[src/rtl/analyzer_pkg.sv]
// Shared analyzer definitions: width helpers, channel polarity and the
// lowest-set-bit priority function used by the event encoders.
package analyzer_pkg;

  typedef enum logic {
    ACT_HIGH = 1'b0,
    ACT_LOW  = 1'b1
  } polarity_e;

  localparam int MAX_CH    = 16;
  localparam int MAX_IDX_W = $clog2(MAX_CH);

  function automatic int fifo_cnt_w(input int depth);
    return $clog2(depth) + 1;
  endfunction

  // Index of the lowest set bit; 0 when no bit is set.
  function automatic int lowest_set(input logic [MAX_CH-1:0] v);
    int r;
    r = 0;
    for (int i = MAX_CH - 1; i >= 0; i--) begin
      if (v[i]) r = i;
    end
    return r;
  endfunction

endpackage

[src/rtl/edge_event_fifo.sv]
// Synchronous first-word-fall-through FIFO; dout always shows the head entry.
module edge_event_fifo
  import analyzer_pkg::*;
#(
  parameter int WIDTH = 2,
  parameter int DEPTH = 4
) (
  input  logic             clk,
  input  logic             rst,
  input  logic             push,
  input  logic [WIDTH-1:0] din,
  input  logic             pop,
  output logic [WIDTH-1:0] dout,
  output logic             full,
  output logic             empty
);

  localparam int AW    = $clog2(DEPTH);
  localparam int CNT_W = fifo_cnt_w(DEPTH);
  localparam logic [CNT_W-1:0] FULL_CNT = CNT_W'(DEPTH);

  logic [WIDTH-1:0] mem [DEPTH];
  logic [AW-1:0]    wr_ptr;
  logic [AW-1:0]    rd_ptr;
  logic [CNT_W-1:0] count;
  logic             do_push;
  logic             do_pop;

  assign full    = (count == FULL_CNT);
  assign empty   = (count == '0);
  // A pop in the same cycle never frees room for a push while full.
  assign do_push = push & ~full;
  assign do_pop  = pop & ~empty;
  assign dout    = mem[rd_ptr];

  always_ff @(posedge clk) begin
    if (rst) begin
      wr_ptr <= '0;
      rd_ptr <= '0;
      count  <= '0;
      for (int i = 0; i < DEPTH; i++) mem[i] <= '0;
    end else begin
      if (do_push) begin
        mem[wr_ptr] <= din;
        wr_ptr      <= wr_ptr + AW'(1);
      end
      if (do_pop) rd_ptr <= rd_ptr + AW'(1);
      case ({do_push, do_pop})
        2'b10:   count <= count + CNT_W'(1);
        2'b01:   count <= count - CNT_W'(1);
        default: count <= count;
      endcase
    end
  end

endmodule

[src/rtl/edge_event_encoder.sv]
// Synchronizes N channels, detects assertion edges, queues them in a pending
// mask and encodes the lowest pending channel into an event FIFO.
module edge_event_encoder
  import analyzer_pkg::*;
#(
  parameter  int N_CH       = 4,
  parameter  int FIFO_DEPTH = 4,
  parameter  int ACTIVE_LOW = 0,
  localparam int IDX_W      = $clog2(N_CH)
) (
  input  logic             clk,
  input  logic             rst,
  input  logic [N_CH-1:0]  in_ch,
  input  logic             en,
  output logic             out_valid,
  input  logic             out_ready,
  output logic [IDX_W-1:0] out_idx,
  output logic             ovf,
  input  logic             clr_ovf
);

  localparam polarity_e POL = (ACTIVE_LOW != 0) ? ACT_LOW : ACT_HIGH;

  logic [N_CH-1:0]  norm;
  logic [N_CH-1:0]  s1;
  logic [N_CH-1:0]  s2;
  logic [N_CH-1:0]  prev;
  logic [N_CH-1:0]  pending;
  logic [N_CH-1:0]  edge_det;
  logic [N_CH-1:0]  sel_onehot;
  logic [N_CH-1:0]  repeat_hit;
  logic [IDX_W-1:0] sel_idx;
  logic             sel_go;
  logic             fifo_full;
  logic             fifo_empty;

  assign norm     = (POL == ACT_LOW) ? ~in_ch : in_ch;
  assign edge_det = s2 & ~prev & {N_CH{en}};

  // Encode only when something is pending and the FIFO can take it; while
  // full the pending bits simply wait.
  assign sel_go     = (|pending) & ~fifo_full;
  assign sel_idx    = IDX_W'(lowest_set(MAX_CH'(pending)));
  assign sel_onehot = sel_go ? (N_CH'(1) << sel_idx) : '0;
  assign repeat_hit = edge_det & pending & ~sel_onehot;

  always_ff @(posedge clk) begin
    if (rst) begin
      s1      <= '0;
      s2      <= '0;
      prev    <= '0;
      pending <= '0;
      ovf     <= 1'b0;
    end else begin
      s1      <= norm;
      s2      <= s1;
      prev    <= s2;
      pending <= (pending & ~sel_onehot) | edge_det;
      if (|repeat_hit)  ovf <= 1'b1;
      else if (clr_ovf) ovf <= 1'b0;
    end
  end

  edge_event_fifo #(
    .WIDTH (IDX_W),
    .DEPTH (FIFO_DEPTH)
  ) u_fifo (
    .clk   (clk),
    .rst   (rst),
    .push  (sel_go),
    .din   (sel_idx),
    .pop   (out_valid & out_ready),
    .dout  (out_idx),
    .full  (fifo_full),
    .empty (fifo_empty)
  );

  assign out_valid = ~fifo_empty;

endmodule
[config.mk]
export PLATFORM = sky130hd
export DESIGN_NAME = edge_event_encoder
export DESIGN_NICKNAME = d
export VERILOG_FILES = /design/src/rtl/analyzer_pkg.sv /design/src/rtl/edge_event_fifo.sv /design/src/rtl/edge_event_encoder.sv
export SDC_FILE = /design/constraint.sdc
export NUM_CORES = 1
export LEC_CHECK = 0
export ABC_AREA = 1
export ABC_CLOCK_PERIOD_IN_PS = 2420
export BUFFER_PORTS_ARGS = -buffer_cell sky130_fd_sc_hd__buf_2
export CORE_ASPECT_RATIO = 0.7
export CORE_MARGIN = 3
export CORE_UTILIZATION = 30
export DETAILED_ROUTE_END_ITERATION = 8
export GPL_TIMING_DRIVEN = 0
export PLACE_DENSITY_LB_ADDON = 0.3
export SYNTH_ARGS = -nofsm -noshare
export SYNTH_HDL_FRONTEND = slang
export SYNTH_HIERARCHICAL = 1
export SYNTH_SLANG_ARGS = --single-unit
[constraint.sdc]
create_clock -name clk -period 2.42 [get_ports clk]
set_clock_uncertainty 0.2 [all_clocks]
set_input_delay 0 -clock clk [delete_from_list [all_inputs] [get_ports clk]]
set_output_delay 0 -clock clk [all_outputs]
set_load 0.05 [all_outputs]
==> flow_summary.yaml, run 1 <==
outcome:
  status: "finished, final reports clean"
routing:
  wl_per_cell_um: 8.92
  first_pass_iters: 4
  vias_per_cell: 4.17
  drc: 0
  route.vias.total: 1121
  postRouteAntennaNets: 0
  wl_um: 2400
  initialDrtViolationCount: 78
sta:
  setup_tns_ps: 0
  finalHoldViolCount: 0
  hold_slack_ps: 201
  finalCriticalPeriod_ps: 2180
  finalCritPeriodShare: 0.902
  relSlewSlack: 0.776
  grt_setup_unrepaired: "false"
  setup_viol: 0
  drv_slew: 0
  fin_ws_ps: 236
  tightest_slew_ps: 333
  timing.fmax_mhz: 458
final_layout:
  fin_area_um2: 1770
  area_delta_synth_final_pct: 22.5
  mostFrequentLayoutCells: "inv_1 (36), nor2_1 (33), nand2_1 (26), dfxtp_1 (26), buf_2 (14)"
  final_common_cell: "inv_1"
  drive_above_1_share: 0.178
  num-fill-cells: 457
  num_antenna_cells: 0
  nNetsFinal: 224
worst_setup_path:
  worstPathArrival_ps: 2160
  worstSetupStartpointType: "register"
  worst-path-max-fanout: 6
  crit_required_ps: 2390
  crit_path_end_kind: "register"
  path_class: "reg2reg"
power:
  ir_worst_vdd_uv: 377
  seqPwrFrac: 0.543
  power_mw: 1.13
  p_switching_uw: 286
  power_frac_comb: 0.120
  swShare: 0.252
  power.leakage_nw: 0.796
  cellPowerDensity_nw_per_um2: 639
  clkPwrFrac: 0.337
  intPower_uw: 846
global_route:
  grt.overflow.total: 0
  grt_pass1_wl_um: 4370
  antenna_found_initial: 0
  grt_max_degree: 11
  grt_util_met2: 0.138
  grtUsageTotal: 0.100
  use_met1: 0.135
  grt.busiest_layer: "met2"
  grt_pass1_vias: 1054
  grtUsageMet3: 0.0348
placed_design:
  numPortBuffers: 12
  dpl.hpwl_um: 1730
  postPlaceCellArea_um2: 1580
  place.gp.congestion: 0.710
  place_ws_ps: 168
logic_synthesis:
  synth_top_area_frac: 0.360
  syn_area_per_cell_um2: 7.91
  synth_area_um2: 1450
  ys_seq_area_frac: 0.525
  yosys.area.top_type: "dfxtp_1"
  synth_warnings: 6
  synth_fp_nets: 194
  synthTopCellsByArea: "dfxtp_1 (36%), edfxtp_1 (17%), inv_1 (9.6%), nor2_1 (8.8%), nand2_1 (7.0%)"
  synth-seq-cells: 34
  synthCells: 183
  synth_cell_type_count: 21
floorplanning:
  rows: 20
  die-area_um2: 5710
  initial_core_util: 0.321
  fp.dieW_um: 89.0
  coreArea_um2: 4500
  io_pins: 13
  dieHeight_um: 64.1
clock_tree:
  htreeDepth: 2
  cts_tree: "yes"
  numClockSinks: 34
  cts_root_buffer: "clkbuf_8"
  cts_buffers: 5
  clock_latency_ps: 280
  cts.path.max_buffers: 2
  clkTransAtPathRegs_ps: 60
run:
  maxCapViolCount: 0
hold_path:
  hold_class: "reg2reg"
## synth_stat cells
library cell,n
dfxtp_1,26
o22ai_1,2
inv_2,1
nand2_4,1
nand3_1,4
nor2_2,6
nand4_1,1
inv_1,37
ha_1,1
nand3_2,3
buf_2,2
o21ai_0,10
fa_1,1
nand2_1,27
edfxtp_1,8
o21ai_1,2
nand2_2,3
nor3_1,3
nor2_1,34
a21oi_1,10
nor2_4,1
## stage by stage
| stage | utilization | std cells |
|---|---|---|
| final | 0.394 | 269 |
| after global routing | 0.394 | 269 |
| after CTS | 0.393 | 269 |
| after detailed placement | 0.350 | 250 |
| after global placement | 0.350 | 250 |
| after floorplan | - | 183 |
## layout make-up
class | count | area (µm²) | share of cell area
Buffer | 2 | 10.0 | 0.00565
Sequential cell | 34 | 761 | 0.429
Inverter | 38 | 143 | 0.0805
Clock buffer | 6 | 72.6 | 0.0409
Multi-Input combinational cell | 109 | 539 | 0.304
Timing Repair Buffer | 23 | 170 | 0.0960
Tap cell | 55 | 68.8 | 0.0388
Clock inverter | 2 | 8.76 | 0.00494
## cells by family after synthesis
logic type,share of synthesized area
simple gates,0.262
buf+inv,0.105
flops,0.525
compound gates,0.0847
fa+ha+maj,0.0225
## worst paths after layout
| path | start | end | slack [ps] | cells past startpoint |
|---|---|---|---|---|
| setup reg to reg | u_fifo/count[1] | u_fifo/count[2] | 240 | 14 |
| hold reg to reg | s1[2] | s2[2] | 200 | 2 |
| hold / removal | s1[2] | s2[2] | 200 | 2 |
| setup / recovery | u_fifo/count[1] | u_fifo/count[2] | 240 | 14 |
## sequential cells by signal, summed over array words and instances, names as in the netlist, named ones only
signal	cells
u_fifo/rd_ptr	2
prev	4
u_fifo/count	3
pending	4
u_fifo/mem	8
s2	4
u_fifo/wr_ptr	2
s1	4
ovf	1
## power groups by stage
stage	logic [mW]	registers [mW]	clock network, mW
after floorplan	0.0935	0.625	0
after global placement	0.121	0.627	0
after detailed placement	0.123	0.628	0
after CTS	0.135	0.615	0.398
after global routing	0.156	0.618	0.418
final	0.136	0.615	0.381
## metal layers
metal / vias up / part of all wire
met5: - / 0
met4: 0 / 0.018
met3: 4 / 0.048
met2: 21 / 0.41
met1: 477 / 0.52
li1: 619 / -
## what timing repair did
item	CTS	global route
endpoints found under the hold margin	23	0
setup endpoints to repair	0	1
hold buffers	11	0
resized for setup	0	3
setup buffers	0	0
## critical path, cell delays in order (launching register included)
cell	delay (ps)
dfxtp_1	330
nor2_2	160
nand2_2	110
inv_2	110
a21oi_1	90
nand2_4	120
ha_1	180
inv_1	70
fa_1	390
inv_1	70
nand2_1	40
nand3_1	80
nand2_1	60
nand2_1	50
nor2_1	30
Note: power is estimated with default switching activity, not from simulation.
==> inputs of run 2 (changes only) <==
CORE_UTILIZATION = 57   (was 30)
==> run 2 against run 1 <==
  * Maximum frequency shrank 2.9%
  * Design area decreased by 2.5%
  * Sequential share of layout area increased by 1.2 points
  * Sequential power hardly changed
  * Via count rose by 6.0%
  * Highest routed layer unchanged
  * Global-route usage increased by 9.7 points
  * Combinational power grew 5%
==> flow_summary.yaml, run 2 (same netlist as run 1, synthesis figures left out) <==
outcome:
  status: "finished, final reports clean"
sta:
  finalCriticalPeriod_ps: 2250
  relSlewSlack: 0.753
  hold_slack_ps: 204
  setup_tns_ps: 0
  grt_setup_unrepaired: "false"
  finalCritPeriodShare: 0.929
  drv_slew: 0
  timing.fmax_mhz: 445
  setup_viol: 0
  finalHoldViolCount: 0
  tightest_slew_ps: 367
clock_tree:
  cts_buffers: 5
  cts_root_buffer: "clkbuf_4"
  clock_latency_ps: 340
  clkTransAtPathRegs_ps: 90
  post_cts.repair.setup_buffers: 0
  htreeDepth: 2
  cts.path.max_buffers: 2
  cts_tree: "yes"
  numClockSinks: 34
final_layout:
  largest_register_ffs: 8
  drive_above_1_share: 0.177
  nNetsFinal: 225
  top_register: "u_fifo/mem"
  area_delta_synth_final_pct: 19.4
  final_cells: 247
  num_antenna_cells: 0
  mostFrequentLayoutCells: "inv_1 (36), nor2_1 (33), nand2_1 (26), dfxtp_1 (25), buf_2 (14)"
  fin_area_um2: 1730
  final_common_cell: "inv_1"
  postLayoutCoreUtil: 0.759
worst_setup_path:
  worstSetupStartpointType: "register"
  cp-startpoint: "u_fifo/count[0]"
  path_class: "reg2reg"
  crit_path_end_kind: "register"
  worst-path-max-fanout: 6
  crit_required_ps: 2470
  cp-endpoint: "u_fifo/count[2]"
  rr_worst_depth: 14
  reg2reg_slack_ps: 170
  timing.rr.start: "u_fifo/count[0]"
  r2r_end: "u_fifo/count[2]"
  worstPathArrival_ps: 2290
routing:
  first_pass_iters: 4
  vias_per_cell: 4.81
  route.vias.total: 1188
  initialDrtViolationCount: 48
  postRouteAntennaNets: 0
  wl_per_cell_um: 10.8
  wl_um: 2660
  drc: 0
floorplanning:
  fp.dieW_um: 66.2
  die-area_um2: 3190
  initial_core_util: 0.636
  io_pins: 13
  dieHeight_um: 48.2
  coreArea_um2: 2280
  rows: 14
power:
  power.leakage_nw: 0.787
  ir_worst_vdd_uv: 405
  cellPowerDensity_nw_per_um2: 608
global_route:
  grtUsageTotal: 0.197
  grt_pass1_vias: 1124
  antenna_found_initial: 0
  grt_pass1_wl_um: 4390
  grt.overflow.total: 0
  grt_max_degree: 11
hold_path:
  hold_class: "in2reg"
  hp-start: "in_ch[3]"
placed_design:
  placed_cells_incl_taps: 227
  numPortBuffers: 12
  dpl.hpwl_um: 1980
  place.gp.congestion: 0.770
  postPlaceCellArea_um2: 1550
run:
  maxCapViolCount: 0
run 2: cell types whose count changed in the layout (fill, tap and decap cells not counted), sizes merged:
cell / previous run / this run
clkbuf: 6 / 8
dlygate4sd3: 11 / 12
clkinv: 2 / 0
run 2: worst max-delay path: stages, from the launching register on:
cell and delay (ps):
dfxtp_2 350, nor2_2 160, nand2_2 120, inv_2 120, a21oi_1 90, nand2_4 130
ha_1 180, inv_1 60, fa_1 390, inv_1 80, nand2_1 50, nand3_1 80
nand2_1 60, nand2_1 60, nor2_1 30
run 2: what timing repair did:
action,in CTS,in global routing
endpoints found under the setup margin,0,2
hold endpoints to repair,36,0
hold buffers,12,0
gates resized for setup,0,5
run 2: cell type report:
type	instances	area, µm²
plain buffers	2	10.0
clock buffers	8	48.8
fillers	167	549
inverters	38	143
multi-input cells	109	544
flip-flops and latches	34	762
well taps	32	40.0
repair buffers	24	180
run 2: report_power, final:
group | switching, mW | internal [mW]
Sequential | 0.0133 | 0.602
Clock | 0.176 | 0.116
Combinational | 0.0952 | 0.0481
run 2: stage by stage:
step           setup slack (ps)  total power [mW]
2_1_floorplan               349             0.718
3_3_place_gp                233             0.743
3_5_place_dp               56.8             0.753
4_1_cts                    37.6              1.05
5_1_grt                    16.1              1.11
6_report                    171              1.05
run 2: routing by layer:
layer / part of all wire / vias up / track usage
met5: 0 / - / 0
met4: 0.029 / 0 / 0.150
met3: 0.063 / 10 / 0.0691
met2: 0.50 / 34 / 0.359
met1: 0.41 / 521 / 0.193
li1: - / 623 / -
run 2: worst min-delay path by stage:
| stage | to | depth (start not counted) | slack, ps |
|---|---|---|---|
| after CTS | s1[2] | 4 | 190 |
| after detailed placement | s1[0] | 3 | 10 |
| after floorplan | register | 1 | -120 |
| after global routing | s1[2] | 4 | 200 |
| final | s1[3] | 4 | 200 |
| after global placement | s1[2] | 3 | -2 |
